<file path="config.mk">
export PLATFORM = sky130hd
export DESIGN_NAME = pipe_perf_monitor_flat
export DESIGN_NICKNAME = d
export VERILOG_FILES = /design/src/rtl/pipe_perf_monitor_if.sv /design/src/rtl/pipe_perf_monitor.sv /design/src/flat_wrapper.sv
export SDC_FILE = /design/constraint.sdc
export NUM_CORES = 1
export LEC_CHECK = 0
export BUFFER_PORTS_ARGS = -buffer_cell sky130_fd_sc_hd__buf_2
export CAP_MARGIN = 25
export CORE_ASPECT_RATIO = 1.75
export CORE_UTILIZATION = 66
export DETAILED_ROUTE_END_ITERATION = 8
export PLACE_DENSITY = 0.85
export SETUP_SLACK_MARGIN = 0.3
export SLEW_MARGIN = 15
export SYNTH_ARGS = -nofsm -noshare
export SYNTH_HDL_FRONTEND = slang
export SYNTH_SLANG_ARGS = --single-unit
</file>
<file path="constraint.sdc">
create_clock -name clk_i -period 4.2 [get_ports clk_i]
set_input_delay 0.42 -clock clk_i [delete_from_list [all_inputs] [get_ports clk_i]]
set_output_delay 0.42 -clock clk_i [all_outputs]
set_load 0.005 [all_outputs]
</file>
<file path="src/rtl/pipe_perf_monitor_if.sv">
// Bundle between the CPU core (or bench) and the performance monitor.
// Carries run/event inputs, the counter read port and the status flags.
interface pipe_perf_monitor_if;
    logic        start_i;
    logic        stall_i;
    logic        flush_i;
    logic        retire_i;
    logic        clear_i;
    logic [2:0]  rd_addr_i;
    logic [31:0] rd_data_o;
    logic        halt_o;
    logic        running_o;

    modport master (
        output start_i, stall_i, flush_i, retire_i,
        output clear_i, rd_addr_i,
        input  rd_data_o, halt_o, running_o
    );

    modport slave (
        input  start_i, stall_i, flush_i, retire_i,
        input  clear_i, rd_addr_i,
        output rd_data_o, halt_o, running_o
    );
endinterface

</file>
<file path="src/rtl/pipe_perf_monitor.sv">
// Performance monitor for the 5-stage core: counts run cycles, stalls,
// flushes and retirements, halts after a cycle budget, registered reads.
// Ports: clk_i, rst_i (sync, active-high), bus (slave side of the bundle).
module pipe_perf_monitor #(
    parameter int CNT_W      = 32,
    parameter int MAX_CYCLES = 64
) (
    input  logic               clk_i,
    input  logic               rst_i,
    pipe_perf_monitor_if.slave bus
);

    localparam logic [1:0] IDLE = 2'd0;
    localparam logic [1:0] RUN  = 2'd1;
    localparam logic [1:0] DONE = 2'd2;

    localparam logic [32:0] MAX_C = 33'(MAX_CYCLES);

    logic [1:0]       state, state_nxt;
    logic [CNT_W-1:0] cyc_q, stl_q, fls_q, ret_q;
    logic [31:0]      rd_q, rd_nxt;
    logic             cnt_en;
    logic             hit;

    function automatic logic [CNT_W-1:0] sat_inc(
        input logic [CNT_W-1:0] v,
        input logic             inc
    );
        if (inc && (v != {CNT_W{1'b1}}))
            return v + CNT_W'(1);
        return v;
    endfunction

    assign cnt_en = (state == RUN) && bus.start_i;

    // Budget reached on the edge that moves cycle from MAX-1 to MAX.
    assign hit = cnt_en && (MAX_CYCLES != 0) &&
                 ((33'(cyc_q) + 33'd1) == MAX_C);

    always_comb begin
        state_nxt = state;
        unique case (state)
            IDLE: if (bus.start_i) state_nxt = RUN;
            RUN: begin
                if (!bus.start_i) state_nxt = IDLE;
                else if (hit)     state_nxt = DONE;
            end
            DONE:    state_nxt = DONE;
            default: state_nxt = IDLE;
        endcase
    end

    // Read mux sees the current registers, so a read concurrent
    // with counting returns the pre-update value.
    always_comb begin
        rd_nxt = '0;
        unique case (bus.rd_addr_i)
            3'd0:    rd_nxt = 32'(cyc_q);
            3'd1:    rd_nxt = 32'(stl_q);
            3'd2:    rd_nxt = 32'(fls_q);
            3'd3:    rd_nxt = 32'(ret_q);
            3'd4:    rd_nxt = {29'b0, state == DONE,
                               state == RUN, state == IDLE};
            default: rd_nxt = '0;
        endcase
    end

    always_ff @(posedge clk_i) begin
        if (rst_i || bus.clear_i) begin
            state <= IDLE;
            cyc_q <= '0;
            stl_q <= '0;
            fls_q <= '0;
            ret_q <= '0;
            rd_q  <= '0;
        end else begin
            state <= state_nxt;
            rd_q  <= rd_nxt;
            if (cnt_en) begin
                cyc_q <= sat_inc(cyc_q, 1'b1);
                stl_q <= sat_inc(stl_q, bus.stall_i);
                fls_q <= sat_inc(fls_q, bus.flush_i);
                ret_q <= sat_inc(ret_q, bus.retire_i);
            end
        end
    end

    assign bus.rd_data_o = rd_q;
    assign bus.halt_o    = (state == DONE);
    assign bus.running_o = (state == RUN);

endmodule

</file>
<file path="src/flat_wrapper.sv">
// flat-port wrapper written by rule: the top's interface ports become plain ports
module pipe_perf_monitor_flat 
#(
    parameter int CNT_W      = 32,
    parameter int MAX_CYCLES = 64
)
  (clk_i, rst_i, bus_start_i, bus_stall_i, bus_flush_i, bus_retire_i, bus_clear_i, bus_rd_addr_i, bus_rd_data_o, bus_halt_o, bus_running_o);
  pipe_perf_monitor_if bus_i ();
  input  logic clk_i;
  input  logic rst_i;
  input wire logic [$bits(bus_i.start_i)-1:0] bus_start_i;
  input wire logic [$bits(bus_i.stall_i)-1:0] bus_stall_i;
  input wire logic [$bits(bus_i.flush_i)-1:0] bus_flush_i;
  input wire logic [$bits(bus_i.retire_i)-1:0] bus_retire_i;
  input wire logic [$bits(bus_i.clear_i)-1:0] bus_clear_i;
  input wire logic [$bits(bus_i.rd_addr_i)-1:0] bus_rd_addr_i;
  output wire logic [$bits(bus_i.rd_data_o)-1:0] bus_rd_data_o;
  output wire logic [$bits(bus_i.halt_o)-1:0] bus_halt_o;
  output wire logic [$bits(bus_i.running_o)-1:0] bus_running_o;
  assign bus_i.start_i = bus_start_i;
  assign bus_i.stall_i = bus_stall_i;
  assign bus_i.flush_i = bus_flush_i;
  assign bus_i.retire_i = bus_retire_i;
  assign bus_i.clear_i = bus_clear_i;
  assign bus_i.rd_addr_i = bus_rd_addr_i;
  assign bus_rd_data_o = bus_i.rd_data_o;
  assign bus_halt_o = bus_i.halt_o;
  assign bus_running_o = bus_i.running_o;
  pipe_perf_monitor #(.CNT_W(CNT_W), .MAX_CYCLES(MAX_CYCLES)) u_core (.clk_i(clk_i), .rst_i(rst_i), .bus(bus_i));
endmodule
</file>
# After elaboration in Yosys (flattened, before gate mapping)
# Cells that the tools add are included.
totals:
  ff_bits: 162
  input_bits: 10
  out_inout_bits: 34
  word_cells: 58
op_classes:
  add_sub_neg: 5
  n_eq_ne: 13
  mux: 21
  n_reduce_logical: 13
ops:
  columns: ["operator", "n"]
  rows:
  - ["one-hot mux 32 bit (5 select lines)", 1]
  - ["adder 32 x 1 -> 32 bit, second input constant", 4]
  - ["2-to-1 mux 32 bit", 4]
  - ["!= test 32 bit, second input constant", 4]
  - ["adder 32 x 1 -> 33 bit, second input constant", 1]
  - ["== test 33 x 7 -> 1 bit, second input constant", 1]
  - ["2-to-1 mux 1 bit", 12]
  - ["AND reduction 2 bit", 5]
  - ["== test 3 x 2 -> 1 bit, second input constant", 2]
  - ["2-to-1 mux 2 bit", 3]
  - ["one-hot mux 2 bit (3 select lines)", 1]
  - ["logical AND 1 bit", 5]
  - ["== test 3 x 1 -> 1 bit, second input constant", 1]
  - ["== test 3 bit, second input constant", 1]
  - ["logical NOT 3 bit", 1]
  - ["!= test 3 x 2 -> 1 bit, second input constant", 1]
  - ["== test 2 x 1 -> 1 bit, second input constant", 1]
  - ["== test 2 bit, second input constant", 1]
  - ["logical NOT 2 bit", 1]
  - ["!= test 2 bit, second input constant", 1]
  - ["logical OR 1 bit", 1]

# Longest topological paths before layout
# Gate-level depths: netlist of run 1.
depth:
  word_depth: 6
  depth_mapped: 11
  depth_no_buf: 8

# Least setup slack after synthesis of run 1
# OpenSTA, ideal clock, no wires.
synth_path:
  path_type: "input port to flip-flop"
  from: "input port bus_start_i"
  to: "register u_core.fls_q[26]"
  arrival_ns: 2.246
  required_ns: 4.130
  slack_ns: 1.884
  cell_stages: 8
  n_path_buf: 2
  path_cell_list: "and3b_1 > buf_2 > nand2_1 > or4_4 > or3_1 > buf_2 > or3_1 > a21oi_1"
synth_between:
  elab_chain_cells: 2
synth_rtl:
  columns: ["item", "line_no", "source"]
  rows:
  - ["start: declaration", "flat_wrapper.sv:11", "input wire logic [$bits(bus_i.start_i)-1:0] bus_start_i;"]
  - ["logical AND 1 bit", "pipe_perf_monitor.sv:34", "assign cnt_en = (state == RUN) && bus.start_i;"]
  - ["AND reduction 2 bit (no source line)", null, null]
  - ["end signal: assignment", "pipe_perf_monitor.sv:82", "fls_q <= sat_inc(fls_q, bus.flush_i);"]
  - ["end: declaration", "pipe_perf_monitor.sv:20", "logic [CNT_W-1:0] cyc_q, stl_q, fls_q, ret_q;"]
# No other way between the ends.
# A chain may end at the register's enable or synchronous reset.

# Worst setup path in the final report of run 1
layout_path:
  from: "register u_core.cyc_q[8]"
  to: "register u_core.state[0]"
layout_between:
  elab_chain_cells: 5
layout_rtl:
  columns: ["item", "line_no", "source"]
  rows:
  - ["start: declaration", "pipe_perf_monitor.sv:20", null]
  - ["start signal: assignment", "pipe_perf_monitor.sv:80", "cyc_q <= sat_inc(cyc_q, 1'b1);"]
  - ["adder 32 x 1 -> 33 bit", "pipe_perf_monitor.sv:38", "((33'(cyc_q) + 33'd1) == MAX_C);"]
  - ["== test 33 x 7 -> 1 bit", "pipe_perf_monitor.sv:38", null]
  - ["logical AND 1 bit", "pipe_perf_monitor.sv:37", "assign hit = cnt_en && (MAX_CYCLES != 0) &&"]
  - ["!= test 3 x 2 -> 1 bit (no source line)", null, null]
  - ["AND reduction 2 bit (no source line)", null, null]
  - ["end signal: assignment", "pipe_perf_monitor.sv:77", "state <= state_nxt;"]
  - ["end: declaration", "pipe_perf_monitor.sv:19", "logic [1:0] state, state_nxt;"]
# No other way between the ends.

==> flow_summary.toml, run 1 <==
[critical_path]
crit-reg2reg-launch = "u_core.cyc_q[8]"
critPathSlowestCell = "nor3_1"
endpoint = "u_core.state[0]"
critPathKind = "flip-flop to flip-flop"
path_delay_family = "simple AND/OR/NAND/NOR gates"
reg2reg_slack_ps = 1460
cp_max_fo = 8
arrival_ps = 3060
slowest_delay_ps = 570
crit_start = "u_core.cyc_q[8]"
worst_setup_path_start_kind = "flip-flop"
path_depth = 7
rr_endpoint = "u_core.state[0]"
end_kind = "flip-flop"
crit_chain = "and4_1 > nand4_1 > nor3_1 > a41oi_1 > nor4_1 > nand3_1 > o21a_1"
worst-path-buf-inv = 0
cp.required_ps = 4520
reg2regPathDepth = 7

[clocking]
path_clk_slew_ps = 70
root_buffer = "clkbuf_16"
cts_buffers = 17
cts_tree = "done"
ctsResizeCount = 0
clk_latency_ps = 430
postCtsSetupRepairBufs = 0
cts.path.max_buffers = 2
htree_levels = 4
clkSinkCount = 162
postCtsHoldBufs = 0

[grt]
overflow = 0
track_usage_pct = 33.21
grt_pass1_vias = 6883
grt_first_pass_wirelength_um = 32710
grt_start_max_net_pins = 81
antenna_found_initial = 1

[synthesis]
ys_top_cells_by_area = "dfxtp_1 41%, xor2_1 7.9%, nor2_1 6.5%"
postSynthCellCount = 952
yosysWarningCount = 0
async_reset_ff_share_pct = 0
synth_nets = 966
ys.flop_type = "dfxtp_1"
mappedNetlistArea_mm2 = 0.007899
synth_cell_types = 56
syn_area_per_cell_um2 = 8.297
yosysTopAreaCellShare_pct = 41.06
synth_most_common_cell = "dfxtp_1"
yosysTopAreaCell = "dfxtp_1"
synth.ff_latch_count = 162
yosys-top-cells-count = "162 x dfxtp_1, 137 x nor2_1, 71 x xor2_1, 68 x nand2_1, 62 x a22oi_1"
synth-edff-count = 0
seq_area_frac_synth_pct = 41.06

[floorplanning]
rows = 52
pin_count = 44
die-area_mm2 = 0.01243
coreArea_mm2 = 0.01158
fp.dieW_um = 84.70
start_util_pct = 68.20
die_y_um = 146.7

[timing]
skew_ps = 7.323
setup_ws_ps = 1462
maxSlewViolCount = 0
whs_ps = 367.7
final-hold-violation-count = 0
period_share_pct = 65.18
setup_viol = 0
slew_headroom_pct = 38.81
clock.fmax_mhz = 365.3
period_needed_ps = 2738
setup_tns_ps = 0
rsz0062_at_grt = "no"
worst_pin_slew_ps = 917.8

[detailed_routing]
drtPass1Iterations = 9
wire_per_inst_um = 18.29
dr_total_vias = 7175
finalWirelength_um = 20250
first_iter_violations = 750
ant_nets = 0
routed_via_density = 6.481
drc = 1

[status]
violations = "DRC"
outcome = "finished with violations"

[cells_and_area]
design_area_mm2 = 0.008752
nets = 973
fill_cells = 851
layout-drive-gt1-share_pct = 10.80
n_antenna_cell = 0
syn_to_final_growth_pct = 10.80

[placement]
place_area_mm2 = 0.008127
dp_hpwl_um = 13930
place_congestion = 0.8573
io_buffers = 43
pre_cts_ws_ps = 1439

[power_and_ir_drop]
power_leakage_uw = 0.002875
pwr_density_cell_mw_per_mm2 = 366.0
peakVddDrop_mv = 0.3080

[run]
cap_violations = 0

[hold_path]
min_path_type = "primary input to flip-flop"
-- worst reg2reg max path: stages, from the launching register on --
cell and delay, ps:
dfxtp_1 490, and4_1 360, nand4_1 240, nor3_1 570
a41oi_1 220, nor4_1 420, nand3_1 130, o21a_1 190
-- state kept, by name, indices dropped and copies added, names as in the netlist --
signal                flops
u_core.fls_q             32
u_core.ret_q             32
u_core.stl_q             32
u_core.state              2
u_core.bus.rd_data_o     32
u_core.cyc_q             32
-- how the worst min path moves through the flow --
stage,startpoint,endpoint,cells after the start
floorplan,u_core.ret_q[1],u_core.ret_q[1],2
global placement,u_core.ret_q[1],u_core.ret_q[1],2
detailed placement,u_core.fls_q[30],u_core.fls_q[30],2
CTS,bus_start_i,u_core.state[0],3
global route,bus_start_i,u_core.state[0],3
finish,bus_start_i,u_core.state[0],3
-- stage by stage --
stage / util [%] / instances / total power (µW)
floorplan: - / 952 / 1620
global placement: 69.93 / 1072 / 1641
detailed placement: 70.17 / 1073 / 1644
CTS: 75.38 / 1105 / 3209
global route: 75.57 / 1107 / 3280
finish: 75.57 / 1107 / 3204
-- power breakdown --
group | leakage [µW] | internal, µW | switching (µW)
registers | 0.00130 | 1540 | 1.26
clock network | 0.000293 | 910 | 680
logic | 0.00128 | 17.6 | 57.3
-- cell type report --
class | instances | area [µm²] | area share, %
Timing Repair Buffer | 54 | 325.3 | 3.717
Clock inverter | 14 | 163.9 | 1.873
Sequential cell | 162 | 3243 | 37.06
Clock buffer | 18 | 439.2 | 5.018
Multi-Input combinational cell | 712 | 4367 | 49.89
Inverter | 12 | 45.04 | 0.5147
Tap cell | 135 | 168.9 | 1.930
-- per-layer routing --
layer	routed length, µm	track usage [%]	part of all wire (%)	up-vias
met5	11	0	0.054	-
met4	876	17.97	4.3	2
met3	1144	6.629	5.6	72
met2	10400	58.09	51	310
met1	7815	37.61	39	3417
li1	-	-	-	3374
-- cell usage in the layout, fill, tap and decap left out, types with 3 or more instances in the layout --
cell	n
a21oi_1	47
a22oi_1	62
a31oi_1	4
and2_1	16
and3_1	12
and4_1	22
buf_2	43
buf_4	9
clkbuf_16	17
dfxtp_1	162
ha_1	4
inv_1	12
inv_6	6
mux2i_1	5
nand2_1	68
nand3_1	57
nand4_1	38
nor2_1	137
nor2b_1	4
nor3_1	22
nor4_1	9
o211ai_1	5
o21ai_0	23
or2_2	3
or3_1	15
or4_1	5
xnor2_1	42
xor2_1	71
-- cells by family (layout without fill, tap and decap cells) --
logic type / after synthesis / count (layout) / synth area share, %
AND/OR/NAND/NOR: 426 / 426 / 27.58
AO/OA/AOI/OAI: 162 / 162 / 13.43
flip-flops: 162 / 162 / 41.06
XOR/XNOR: 113 / 113 / 12.53
buffers and inverters: 78 / 98 / 3.849
multiplexers: 7 / 7 / 0.9187
adder cells (fa/ha/maj): 4 / 4 / 0.6336
Note: power is estimated with default switching activity, not from simulation.
==> run 2: changes to the inputs <==
CORE_UTILIZATION = 61   (was 66)
PLACE_DENSITY = 0.8   (was 0.85)
clock period = 2.8 ns   (was 4.2 ns; I/O delays follow)
==> flow_summary.toml, run 2 (synthesis results as in run 1) <==
[detailed_routing]
finalWirelength_um = 20750
dr_total_vias = 7193
drc = 0
drtPass1Iterations = 5
routed_via_density = 6.233
ant_nets = 0
wire_per_inst_um = 17.98
first_iter_violations = 562

[floorplanning]
coreArea_mm2 = 0.01257
die_y_um = 152.5
fp.dieW_um = 88.02
rows = 54
die-area_mm2 = 0.01343
start_util_pct = 62.85
pin_count = 44

[timing]
clock.fmax_mhz = 407.8
skew_ps = 7.769
maxSlewViolCount = 0
setup_viol = 0
period_share_pct = 87.58
setup_tns_ps = 0
period_needed_ps = 2452
worst_pin_slew_ps = 989.3
whs_ps = 229.1
final-hold-violation-count = 0
slew_headroom_pct = 34.05
rsz0062_at_grt = "yes"

[clocking]
root_buffer = "clkbuf_16"
cts.path.max_buffers = 2
clkSinkCount = 162
cts_tree = "done"
clk_latency_ps = 430
postCtsHoldBufs = 0
htree_levels = 4
path_clk_slew_ps = 60
cts_buffers = 17

[cells_and_area]
layout-drive-gt1-share_pct = 12.58
fill_cells = 1005
nets = 988
syn_to_final_growth_pct = 13.21
final_cell_mix = "162 x dfxtp_1, 137 x nor2_1, 71 x xor2_1"
final_common_cell = "dfxtp_1"
n_antenna_cell = 0
final_util_pct = 71.16

[critical_path]
slowest_delay_ps = 550
reg2reg_slack_ps = 350
critPathKind = "flip-flop to flip-flop"
rr_endpoint = "u_core.fls_q[30]"
path_delay_family = "simple AND/OR/NAND/NOR gates"
end_kind = "flip-flop"
cp_max_fo = 7
worst-path-buf-inv = 0
worst_path_most_repeated_cell = "or3_1"
crit-reg2reg-launch = "u_core.fls_q[3]"
reg2regPathDepth = 6
crit_start = "u_core.fls_q[3]"
arrival_ps = 2810
critPathSlowestCell = "or4_4"
crit_chain = "and4_4 > nand4_4 > or4_4 > or3_1 > or3_1 > a21oi_1"
worst_setup_path_start_kind = "flip-flop"
cp.required_ps = 3160

[status]
outcome = "complete, no violations"

[grt]
track_usage_pct = 31.41
antenna_found_initial = 0
overflow = 0
grt_start_max_net_pins = 64
grt_first_pass_wirelength_um = 32500
grt_pass1_vias = 6576

[power_and_ir_drop]
combPwrFrac_pct = 2.3
intPower_uw = 3773
power_leakage_uw = 0.002977
sw_frac_of_total_pct = 22.19
pwr_density_cell_mw_per_mm2 = 542.2
peakVddDrop_mv = 0.4219
finalPower_uw = 4849
seq_power_share_pct = 47.6
p_sw_uw = 1076
clockPowerShare_pct = 50.1

[placement]
dp_hpwl_um = 14580
io_buffers = 43
place_congestion = 0.9141

[run]
cap_violations = 0

[hold_path]
min_to = "u_core.state[0]"
min_from = "bus_start_i"
whs_path_depth = 3
min_path_type = "primary input to flip-flop"
## run 2: cell count changes in the layout (fill, tap and decap cells not counted), sizes merged
cell    delta
inv        -2
bufinv     +1
buf       +15
## run 2: timing repair
action | CTS | global route
endpoints found under the setup margin | 0 | 13
buffers inserted | 0 | 0
gates resized for setup | 0 | 8
## run 2: layout make-up
| cell class | instances | area [µm²] | area share (%) |
|---|---|---|---|
| inverter | 12 | 45.04 | 0.5037 |
| clock buffer | 18 | 439.2 | 4.911 |
| sequential | 162 | 3243 | 36.27 |
| clock inverter | 13 | 172.7 | 1.931 |
| multi-input combinational | 712 | 4409 | 49.31 |
| timing repair buffer | 69 | 422.9 | 4.729 |
| tap | 168 | 210.2 | 2.351 |
## run 2: worst max-delay path by stage
stage / to / slack, ps / depth (start not counted)
3_3_place_gp: u_core.fls_q[26] / 420 / 6
2_1_floorplan: u_core.cyc_q[25] / 530 / 11
5_1_grt: u_core.fls_q[29] / 250 / 7
3_5_place_dp: u_core.stl_q[29] / 380 / 7
6_report: u_core.fls_q[30] / 350 / 6
4_1_cts: u_core.stl_q[29] / 330 / 7
## run 2: power by group through the flow
stage	logic (µW)	clock network, µW	registers (µW)
2_1_floorplan	71.0	0	2360
3_3_place_gp	109	0	2360
3_5_place_dp	109	0	2360
4_1_cts	109	2450	2310
5_1_grt	119	2550	2310
6_report	112	2430	2310
## run 2: metrics by stage
step                worst slack (ps)  instance area (µm²)  cells
floorplan                      525.6                 7899    952
finish                         347.8                 8942   1154
detailed placement             375.4                 8288   1123
CTS                            327.4                 8900   1154
global placement               415.7                 8288   1123
global route                   249.1                 8942   1154
## run 2: layer usage
metal / share of wire, % / vias up / wire (µm) / GRT usage, %
met5: 0 / - / 0 / 0
met3: 5.4 / 67 / 1130 / 6.446
li1: - / 3414 / - / -
met1: 39 / 3419 / 8151 / 36.49
met2: 51 / 293 / 10630 / 53.75
met4: 4.0 / 0 / 838 / 15.21
## run 2: worst reg2reg max path: cells and delay by family, from the launching register on
family	cells	cell delay, ps
simple gates	5	1820
compound gates	1	140
flops	1	420
==> run 3: changes to the inputs <==
CORE_UTILIZATION = 30   (was 61)
PLACE_DENSITY = default   (was 0.8)
==> flow_summary.toml, run 3 (synthesis results as in run 1) <==
[timing]
maxSlewViolCount = 0
period_needed_ps = 2429
period_share_pct = 86.74
rsz0062_at_grt = "yes"
slew_headroom_pct = 28.83
setup_tns_ps = 0
final-hold-violation-count = 0
clock.fmax_mhz = 411.7
setup_viol = 0
worst_pin_slew_ps = 1068
skew_ps = 9.918

[critical_path]
worst_setup_path_start_kind = "flip-flop"
cp.required_ps = 3170
arrival_ps = 2800
crit_chain = "and4_1 > nand4_2 > or4_1 > a2111o_1 > or3_1 > a21oi_1"
slowest_delay_ps = 550
critPathSlowestCell = "or4_1"
path_delay_family = "simple AND/OR/NAND/NOR gates"
cp_max_fo = 6
end_kind = "flip-flop"
critPathKind = "flip-flop to flip-flop"
worst-path-buf-inv = 0

[detailed_routing]
first_iter_violations = 332
finalWirelength_um = 22460
drtPass1Iterations = 5
ant_nets = 0
routed_via_density = 5.317
dr_total_vias = 7013
drc = 0
wire_per_inst_um = 17.02

[run]
cap_violations = 0

[clocking]
htree_levels = 4
root_buffer = "clkbuf_16"
clk_latency_ps = 440
cts_buffers = 17
cts_tree = "done"
path_clk_slew_ps = 70
clkSinkCount = 162
cts.path.max_buffers = 2

[placement]
dp_hpwl_um = 16640
io_buffers = 43
dp_cells = 1286
place_congestion = 0.8749

[floorplanning]
coreArea_mm2 = 0.02586
fp.dieW_um = 124.7
rows = 78
pin_count = 44
die_y_um = 216.7
die-area_mm2 = 0.02701
start_util_pct = 30.54

[power_and_ir_drop]
peakVddDrop_mv = 0.3910
pwr_density_cell_mw_per_mm2 = 528.2
power_leakage_uw = 0.003040

[cells_and_area]
final_common_cell = "dfxtp_1"
syn_to_final_growth_pct = 16.76
stdcell_count = 1319
final_cell_mix = "161 x dfxtp_1, 137 x nor2_1, 71 x xor2_1"
layout-drive-gt1-share_pct = 13.73
nets = 999

[grt]
grt_pass1_vias = 6840
grt_first_pass_wirelength_um = 35160
overflow = 0
track_usage_pct = 16.59
grt_start_max_net_pins = 52
antenna_found_initial = 3

[hold_path]
min_path_type = "primary input to flip-flop"

[status]
outcome = "complete, no violations"
run 3: changes by cell type in the layout (fill, tap and decap cells not counted), moves of 2 or more:
| cell | previous run | this run |
|---|---|---|
| clkbuf_1 | 0 | 2 |
| inv_8 | 2 | 0 |
| inv_6 | 4 | 2 |
| clkinv_4 | 0 | 2 |
| buf_4 | 25 | 36 |
run 3: final cells by class:
type / instances / area [µm²]
fillers: 2665 / 16640
multi-input cells: 712 / 4412
flip-flops and latches: 162 / 3244
repair buffers: 80 / 505.5
clock buffers: 21 / 460.4
well taps: 320 / 400.4
clock inverters: 11 / 152.6
inverters: 12 / 45.04
diodes: 1 / 2.502
run 3: worst paths after layout:
kind,startpoint,to,slack [ps],depth (start not counted)
setup / recovery,u_core.stl_q[3],u_core.stl_q[31],370,6
hold / removal,bus_start_i,u_core.state[0],220,3
setup reg to reg,u_core.stl_q[3],u_core.stl_q[31],370,6
hold reg to reg,u_core.stl_q[31],u_core.stl_q[31],500,2
run 3: power by group:
| group | internal, µW | switching, µW |
|---|---|---|
| Sequential | 2310 | 1.65 |
| Clock | 1460 | 992 |
| Combinational | 27.4 | 89.3 |
| Total | 3790 | 1080 |
run 3: metrics by stage:
stage	utilization [%]	setup WS (ps)	total power, µW	hold slack, ps	cell area, µm²
floorplan	-	525.6	2430	458.1	7899
global placement	33.10	337.4	2477	477.6	8561
detailed placement	33.10	292.6	2476	488.3	8561
CTS	35.55	324.3	4924	202.7	9195
global route	35.66	257.1	5030	215.9	9223
finish	35.66	371.3	4872	216.1	9223
run 3: what timing repair did:
| item | in CTS | in global routing |
|---|---|---|
| hold buffers | 0 | 0 |
| resized for setup | 4 | 7 |
| setup buffers | 0 | 0 |
| setup endpoints to repair | 4 | 12 |
| pin swaps | 0 | 1 |
run 3: per-layer routing:
metal,routed length (µm),up-vias,share of wire (%),global-route usage [%]
li1,-,3436,-,-
met1,8705,3349,39,16.86
met3,789,60,3.5,3.061
met4,982,2,4.4,10.00
met5,11,-,0.049,0
met2,11970,166,53,31.05
run 3: worst min-delay path: cells and delay by family:
family          cells  cell delay, ps
compound gates      1             100
buf+inv             1             100
simple gates        1             140
